## config.mk

```make
export PLATFORM = sky130hd
export DESIGN_NAME = priority_encoder_stream
export DESIGN_NICKNAME = d
export VERILOG_FILES = /design/src/rtl/priority_encoder_stream.sv
export SDC_FILE = /design/constraint.sdc
export NUM_CORES = 1
export LEC_CHECK = 0
export CORE_AREA = 2 2 39 41
export CTS_BUF_LIST = sky130_fd_sc_hd__clkbuf_4 sky130_fd_sc_hd__clkbuf_8 sky130_fd_sc_hd__clkbuf_16
export DETAILED_ROUTE_END_ITERATION = 6
export DIE_AREA = 0 0 41 43
export MAX_ROUTING_LAYER = met4
export PLACE_DENSITY = 0.54
export REMOVE_ABC_BUFFERS = 1
export SYNTH_ARGS = -nofsm -noshare
export SYNTH_HDL_FRONTEND = slang
export SYNTH_SLANG_ARGS = --single-unit
```

## constraint.sdc

```tcl
create_clock -name clk -period 2.2 [get_ports clk]
set_clock_uncertainty 0.1 [all_clocks]
set_input_delay 0.33 -clock clk [delete_from_list [all_inputs] [get_ports clk]]
set_output_delay 0.33 -clock clk [all_outputs]
set_load 0.005 [all_outputs]
```

## src/rtl/priority_encoder_stream.sv

```systemverilog
// Streams the index of every set bit of an accepted request bitmap, lowest index
// first, one beat per cycle under valid/ready flow control on both sides.
module priority_encoder_stream #(
   parameter int unsigned N = 4,
   parameter int unsigned W = 2
) (
   input  logic         clk,
   input  logic         reset,
   input  logic         in_valid,
   output logic         in_ready,
   input  logic [N-1:0] in_bits,
   output logic         out_valid,
   input  logic         out_ready,
   output logic [W-1:0] out_idx,
   output logic         out_last,
   output logic         zero_drop
);

   typedef enum logic {IDLE, EMIT} state_t;

   state_t       state_q, state_d;
   logic [N-1:0] pending_q, pending_d;
   logic         zero_drop_q, zero_drop_d;

   logic [W-1:0] low_idx;
   logic         low_found;
   logic         single_bit;
   logic         in_fire;
   logic         out_fire;

   // Lowest pending index and the last-beat flag come only from registered state.
   always_comb begin
      low_idx   = '0;
      low_found = 1'b0;
      for (int unsigned i = 0; i < N; i++) begin
         if (pending_q[i] && !low_found) begin
            low_idx   = W'(i);
            low_found = 1'b1;
         end
      end
      single_bit = (pending_q != '0) && ((pending_q & (pending_q - N'(1))) == '0);
   end

   // Reset masks the outputs in the same cycle so no beat can complete during reset.
   always_comb begin
      in_ready  = (state_q == IDLE) && !reset;
      out_valid = (state_q == EMIT) && !reset;
      out_idx   = out_valid ? low_idx : '0;
      out_last  = out_valid && single_bit;
      zero_drop = zero_drop_q && !reset;
      in_fire   = in_valid && in_ready;
      out_fire  = out_valid && out_ready;
   end

   always_comb begin
      state_d     = state_q;
      pending_d   = pending_q;
      zero_drop_d = 1'b0;
      case (state_q)
         IDLE: begin
            if (in_fire) begin
               if (in_bits != '0) begin
                  pending_d = in_bits;
                  state_d   = EMIT;
               end else begin
                  zero_drop_d = 1'b1;
               end
            end
         end
         EMIT: begin
            if (out_fire) begin
               // Clearing the lowest set bit is the same as clearing pending[out_idx].
               pending_d = pending_q & (pending_q - N'(1));
               if (single_bit) begin
                  state_d = IDLE;
               end
            end
         end
         default: state_d = IDLE;
      endcase
   end

   always_ff @(posedge clk) begin
      if (reset) begin
         state_q     <= IDLE;
         pending_q   <= '0;
         zero_drop_q <= 1'b0;
      end else begin
         state_q     <= state_d;
         pending_q   <= pending_d;
         zero_drop_q <= zero_drop_d;
      end
   end

endmodule
```

==> results of run 1 <==
through the flow:
stage	utilization (%)	std cells	hold WS, ns	cell area (um^2)	setup WS [ns]
global placement	40.8	77	0.410	564	0.0767
finish	43.6	80	0.395	603	0.0750
floorplan	-	43	0.332	377	0.773
detailed placement	40.8	77	0.415	564	0.0651
global route	43.6	80	0.417	603	0.00432
CTS	42.4	80	0.422	587	0.0294
worst reg2reg max path: stages (launching register included):
cell and delay (ns):
dfxtp_2 0.36, nand2_1 0.12, clkinv_1 0.10, buf_4 0.15
a22oi_4 0.25, mux2i_1 0.20
kinds of logic (layout without fill, tap and decap cells):
group	count (synthesis)	after routing	share of synthesized area, %
buf+inv	7	25	8.54
compound gates	9	9	19.9
mux	4	4	10.1
xor+xnor	1	1	2.22
simple gates	19	19	28.8
flops	6	6	30.4
final cells by class:
| cell class | instances | share of cell area, % |
|---|---|---|
| repair buffers | 18 | 27.8 |
| flip-flops and latches | 6 | 20.5 |
| clock buffers | 3 | 3.73 |
| inverters | 4 | 2.49 |
| well taps | 16 | 3.32 |
| multi-input cells | 33 | 42.1 |
Yosys cell counts (all sizes together):
cell and number:
dfxtp 6, nand2 6, mux2i 4, a21oi 3, inv 3, nor2 3, buf 2, nor4b 2
a211o 1, a22oi 1, a2bb2oi 1, a31o 1, a31oi 1, a32o 1, and2 1, and2b 1
and3 1, clkbuf 1, clkinv 1, nor2b 1, nor3 1, nor3b 1, nor4 1, or4 1
xor2 1
registers in the layout, indices dropped and copies added (netlist names):
register,flops
pending_q,4
state_q,1
zero_drop_q,1
layer usage:
layer,global-route usage (%),wire (um),up-vias
met5,-,0,-
met4,10.0,0,0
met3,6.28,54,0
met2,15.6,465,13
met1,19.1,437,175
li1,-,-,202
worst max path at each step:
| stage | slack (ns) | start | cells after the start | to |
|---|---|---|---|---|
| 2_1_floorplan | 0.77 | in_bits[1] | 3 | pending_q[1] |
| 3_3_place_gp | 0.08 | reset | 5 | out_idx[1] |
| 3_5_place_dp | 0.07 | reset | 5 | out_idx[1] |
| 4_1_cts | 0.03 | pending_q[1] | 4 | out_last |
| 5_1_grt | 0.004 | pending_q[0] | 4 | out_last |
| 6_report | 0.08 | pending_q[0] | 4 | out_last |
power by group through the flow:
stage               Clock [mW]  Combinational, mW  Sequential [mW]
detailed placement           0              0.133            0.153
floorplan                    0             0.0773            0.147
global placement             0              0.133            0.154
finish                   0.104              0.136            0.156
global route             0.117              0.149            0.160
CTS                      0.111              0.135            0.151
==> flow_summary.yaml, run 1 <==
outcome:
  status: "finished, final reports clean"
sta:
  fmaxAchievable_ghz: 0.471
  rsz0062_at_grt: "no"
  hold_viol_final: 0
  worstMarginPinSlew_ns: 0.258
  period_minus_slack_ns: 2.12
  fin_setup_tns_ns: 0
  setup_viol: 0
  max-slew-margin-rel_pct: 82.7
  post-route-period-util_pct: 96.6
  slew_viol_final: 0
die:
  die_h_um: 43
  dieArea_um2: 1760
  rows: 14
  die_x_um: 41
  core_um2: 1380
  io_pins: 14
  start_util_pct: 28.6
worst_hold_path:
  hold-path-cell-count: 2
  worstHoldStart: "pending_q[3]"
  hp-class: "register to register"
  holdPathEnd: "pending_q[3]"
synthesis:
  synth.top_cell.area_share_pct: 30.4
  syn_inst: 46
  seq_area_frac_synth_pct: 30.4
  synth_area_leader_cell: "dfxtp_1"
  synth.area.top_cells: "dfxtp_1 30%, mux2i_1 10%, nand2_1 5.7%"
  synth_area_per_cell_um2: 8.60
  synthDistinctLibCells: 26
  syn-cell-area_um2: 395
  yosysWarnings: 0
  ys_ff_latch: 6
routing:
  vias_per_cell: 4.88
  routedWlPerCell_um: 12.0
  dr.first_iter.drc_count: 9
  firstDrtPassIters: 4
  wirelength_um: 958
  drc: 0
  ant_nets: 0
  vias: 390
cells_and_area:
  antenna_cells: 0
  seq_area_um2: 124
  final_nets: 74
  fillers: 146
  final_common_cell: "clkdlybuf4s50_1"
  drive_gt1_share_pct: 29.7
  synthToLayoutAreaGrowth_pct: 52.5
  final_cell_mix: "13 x clkdlybuf4s50_1, 6 x nand2_1, 5 x buf_4"
  multi_input_area_um2: 254
global_route:
  grt_pass1_wl_mm: 1.52
  track_usage_pct: 14.0
  grt_max_degree: 9
  gr-total-overflow: 0
  antenna_found_initial: 0
  grt_pass1_vias: 330
power_and_ir_drop:
  p_comb_share_pct: 34.4
  p_int_mw: 0.270
  worst_ir_drop_vdd_v: 0.000305
  pwr-share-clk_pct: 26.2
  switching_power_mw: 0.126
  seqPwrFrac_pct: 39.5
  power_mw: 0.396
  power.density_nw_per_um2: 656
  power.switching_fraction_pct: 31.8
  p_leak_nw: 0.252
cts:
  root_buffer: "clkbuf_4"
  clkSinkCount: 6
  cts_setup_buffers: 0
  cts_made_buffers: 3
  cts_resized: 0
  clk_pin_slew_ns: 0.05
  cts-htree-levels: 1
  cts_tree: "yes"
  cts_max_path_buffers: 2
  ctsHoldBuffers: 0
  clk_latency_ns: 0.25
worst_setup_path:
  criticalPathCategory: "register to output pin"
  critPathRequiredTime_ns: 1.77
  reg2reg_from: "state_q"
  path_max_fanout: 4
  r2r_slack_ns: 0.83
  r2r_cells: 5
  r2r_end: "pending_q[1]"
  max_stage_delay_ns: 0.43
  cp-start-kind: "register"
  arrival_ns: 1.69
  path_cells: "xor2_1, a211o_1, and2_1, clkdlybuf4s50_1"
  cpMaxStageDelayCell: "clkdlybuf4s50_1"
  critical-path-top-delay-family: "buffers and inverters"
  path_buf_inv: 1
  end_kind: "output pin"
flow_run:
  max-cap-violations: 0
place:
  io_buffers: 13
  dpl.hpwl_um: 715
  gp_congestion: 0.728
(Power assumes the default switching activity.)
==> inputs of run 2 (changes only) <==
- PLACE_DENSITY: 0.54 -> default
- PLACE_DENSITY_LB_ADDON: default -> 0.3
- SETUP_SLACK_MARGIN: default -> 0.4
==> run 2 against run 1 <==
  * Routed wire length fell by 0.52%
  * Largest cell class unchanged
  * Critical path type unchanged
  * First-iteration DRC count increased by 120%
  * Non-clock buffer count increased by 2
  * Largest power group unchanged
==> flow_summary.yaml, run 2 (synthesized netlist as in run 1, its figures left out) <==
die:
  core_um2: 1380
  die_x_um: 41
  start_util_pct: 28.6
  dieArea_um2: 1760
  rows: 14
  io_pins: 14
  die_h_um: 43
cells_and_area:
  final_nets: 76
  top_register: "pending_q"
  antenna_cells: 0
  drive_gt1_share_pct: 42.4
  multi_input_area_um2: 262
  final_cell_area_um2: 617
  final_cell_mix: "7 x clkdlybuf4s50_1, 7 x buf_4, 5 x nand2_1"
  largest_reg_flops: 4
  seq_area_um2: 129
  largestRegisters: "pending_q x4, state_q x1, zero_drop_q x1"
  fillers: 145
  synthToLayoutAreaGrowth_pct: 56.0
power_and_ir_drop:
  p_leak_nw: 0.284
  p_int_mw: 0.276
  pwr-share-clk_pct: 25.6
  power.switching_fraction_pct: 32.2
  p_comb_share_pct: 35.4
  seqPwrFrac_pct: 39.0
  worst_ir_drop_vdd_v: 0.000263
  power.density_nw_per_um2: 661
  switching_power_mw: 0.131
worst_setup_path:
  critPathRequiredTime_ns: 1.77
  criticalPathCategory: "register to output pin"
  r2r_slack_ns: 0.91
  cpMaxStageDelayCell: "dfxtp_4"
  end_kind: "output pin"
  cp-start-kind: "register"
  max_stage_delay_ns: 0.36
  path_max_fanout: 5
  arrival_ns: 1.35
  path_cells: "xor2_1, a211o_1, and2_1, clkbuf_2"
sta:
  rsz0062_at_grt: "yes"
  fmaxAchievable_ghz: 0.561
  timing.hold.ws_ns: 0.396
  fin_setup_tns_ns: 0
  period_minus_slack_ns: 1.78
  slew_viol_final: 0
  worstMarginPinSlew_ns: 0.260
  max-slew-margin-rel_pct: 82.6
  fin_ws_ns: 0.417
  setup_viol: 0
  hold_viol_final: 0
  post-route-period-util_pct: 81.1
worst_hold_path:
  hp-class: "register to register"
routing:
  wirelength_um: 953
  vias: 427
  dr.first_iter.drc_count: 20
  firstDrtPassIters: 4
  drc: 0
  routedWlPerCell_um: 11.6
  vias_per_cell: 5.21
  ant_nets: 0
place:
  dpl.hpwl_um: 690
  place_ws_ns: 0.0824
  io_buffers: 13
  place_area_um2: 557
  gp_congestion: 0.760
global_route:
  grt_pass1_vias: 371
  grt_max_degree: 9
  grt_use_met3_pct: 3.14
  use_met1_pct: 15.1
  antenna_found_initial: 0
  gr-total-overflow: 0
  grt_pass1_wl_mm: 1.52
  track_usage_pct: 13.6
  grtUsageMet2_pct: 19.1
  grt.busiest_layer: "met2"
cts:
  cts-htree-levels: 1
  cts_made_buffers: 3
  cts_max_path_buffers: 2
  cts_tree: "yes"
  clk_pin_slew_ns: 0.05
  clk_latency_ns: 0.25
  root_buffer: "clkbuf_4"
  clkSinkCount: 6
outcome:
  status: "finished, final reports clean"
flow_run:
  max-cap-violations: 0
## run 2: cell types whose count changed in the layout (fill, tap and decap cells not counted), sizes merged, moves of 2 or more
cell	change
clkdlybuf4s50	-6
dlygate4sd2	+3
buf	+2
clkbuf	+2
## run 2: path summary, 6_finish.rpt
kind / startpoint / endpoint / cells past startpoint
worst max-delay path: pending_q[0] / out_last / 4
worst min-delay path: pending_q[2] / pending_q[2] / 2
worst max register to register: state_q / pending_q[3] / 5
worst min register to register: pending_q[2] / pending_q[2] / 2
## run 2: through the flow
step / utilization [%] / std cells / total power, mW
final: 44.6 / 82 / 0.408
after detailed placement: 40.2 / 76 / 0.283
after floorplan: - / 43 / 0.225
after CTS: 44.4 / 81 / 0.400
after global placement: 40.2 / 76 / 0.282
after global routing: 44.6 / 82 / 0.436
## run 2: routing by layer
| metal | wire [um] | up-vias |
|---|---|---|
| met5 | 0 | - |
| met4 | 42 | 0 |
| met3 | 33 | 5 |
| met2 | 449 | 11 |
| met1 | 427 | 202 |
| li1 | - | 209 |
## run 2: area by class of cell
class	instances	area share (%)
sequential	6	20.9
clock buffer	3	3.65
timing repair buffer	20	27.4
multi-input combinational	33	42.4
tap	16	3.25
inverter	4	2.43
## run 2: repair_timing
action / in CTS / in global routing
buffers inserted: 2 / 1
gates resized for setup: 15 / 7
pin swaps: 1 / 1
hold buffers: 0 / 0
setup endpoints to repair: 6 / 4
## run 2: power by group through the flow
stage / logic, mW / clock network [mW] / registers, mW
global route: 0.157 / 0.116 / 0.162
detailed placement: 0.128 / 0 / 0.155
floorplan: 0.0773 / 0 / 0.147
CTS: 0.134 / 0.109 / 0.157
finish: 0.145 / 0.104 / 0.159
global placement: 0.127 / 0 / 0.155
## run 2: critical path: cells and delay by family (launching register included)
kind / cells / cell delay [ns]
and+or+nand+nor: 1 / 0.16
DFF: 1 / 0.36
AOI/OAI and AO/OA: 1 / 0.32
buffers and inverters: 1 / 0.10
xor gates and xnor gates: 1 / 0.16
==> patch: new RTL, settings of run 2 <==
Make the reset (`reset`) asynchronous in one clocked block.
--- a/src/rtl/priority_encoder_stream.sv
+++ b/src/rtl/priority_encoder_stream.sv
@@ -81,5 +81,5 @@
    end
 
-   always_ff @(posedge clk) begin
+   always_ff @(posedge clk or posedge reset) begin
       if (reset) begin
          state_q     <= IDLE;
Check against the original RTL: same outputs for any inputs over 10 cycles, from zero or initial values and one cycle with reset high; that may be too few to reach the edited logic, so the function may still have changed.
==> patch against run 2 <==
Final area grew 6.9%; cell count is 3.7% higher; synthesized area fell by 5.1%; critical path type unchanged; setup slack got worse by 0.19 ns; critical path depth grew 1; sequential cell count is the same; routed wire length is 8.0% higher.
Power is not compared: it rests on default switching activity, and its combinational part moved more than twofold at a synthesized area within 25%.
==> patch: results (changes against run 2) <==
Worst slew pin tran - 0.490 ns (was 0.260 ns)
Routed WL - 1.03 mm (was 953 um)
Final-stage net count - 79 (was 76)
Aggregate global-route resource usage - 14.6% (was 13.6%)
Sequential element share of the synthesized area - 40.0% (was 30.4%)
Longest individual stage delay on the worst path - 0.46 ns (was 0.36 ns)
Number of gates resized after CTS - 13 (was 15)
Met3 wirelength from detailed routing - 39 um (was 33 um)
Path class of the lowest-slack min-delay path - in2async (was reg2reg)
Worst setup slack before clock tree synthesis - 0.103 ns (was 0.0824 ns)
Complex-gate fraction of the synthesized area - 20.3% (was 19.9%)
Iter 0 DRT Violations - 4 (was 20)
Global-route track usage on met2 - 21.3% (was 19.1%)
Cell area after placement - 529 um2 (was 557 um2)
Fraction of synthesized area in multiplexers - 0% (was 10.1%)
Layout filler cell count - 139 (was 145)
Routed length on met1 - 438 um (was 427 um)
Top cells by area in the synthesized netlist - dfrtp_1 (40%), nand2_1 (6.0%), nor2_1 (5.0%), a22o_1 (4.7%), inv_1 (4.0%) (was dfxtp_1 (30%), mux2i_1 (10%), nand2_1 (5.7%), a22oi_4 (5.4%), nor4b_1 (4.4%))
Outcome - completed (unchanged)
Fraction of registers with async set/reset - 100% (was 0%)
Placed cell count - 73 (was 76)
Finished Core Util - 47.6% (was 44.6%)
Placer Congestion - 0.710 (was 0.760)
Number of setup buffers added after CTS - 5 (was 2)
Vias - 419 (was 427)
Pin count of the biggest net entering global routing - 10 (was 9)
## patch: changes by cell type after synthesis, sizes merged, moves of 3 or more
cell          run 2  this run
o21ai             0         3
mux2i             4         0
dfrtp             0         6
dfxtp             6         0
## patch: worst paths after layout
kind	endpoint	slack (ns)	startpoint	cells after the start
max reg2reg	pending_q[1]$_DFFE_PP0P_	0.62	state_q$_DFF_PP0_	4
min in group clk	pending_q[3]$_DFFE_PP0P_	0.55	pending_q[3]$_DFFE_PP0P_	1
min reg2reg	pending_q[3]$_DFFE_PP0P_	0.55	pending_q[3]$_DFFE_PP0P_	1
max in group asynchronous	pending_q[1]$_DFFE_PP0P_	1.75	reset	3
min	pending_q[3]$_DFFE_PP0P_	0.12	reset	3
max	out_last	0.23	pending_q[1]$_DFFE_PP0P_	5
## patch: final cells by class
class | count | share of cell area (%)
Clock buffer | 3 | 3.42
Sequential cell | 6 | 23.5
Tap cell | 16 | 3.04
Multi-Input combinational cell | 32 | 35.5
Timing Repair Buffer | 24 | 32.3
Inverter | 4 | 2.28
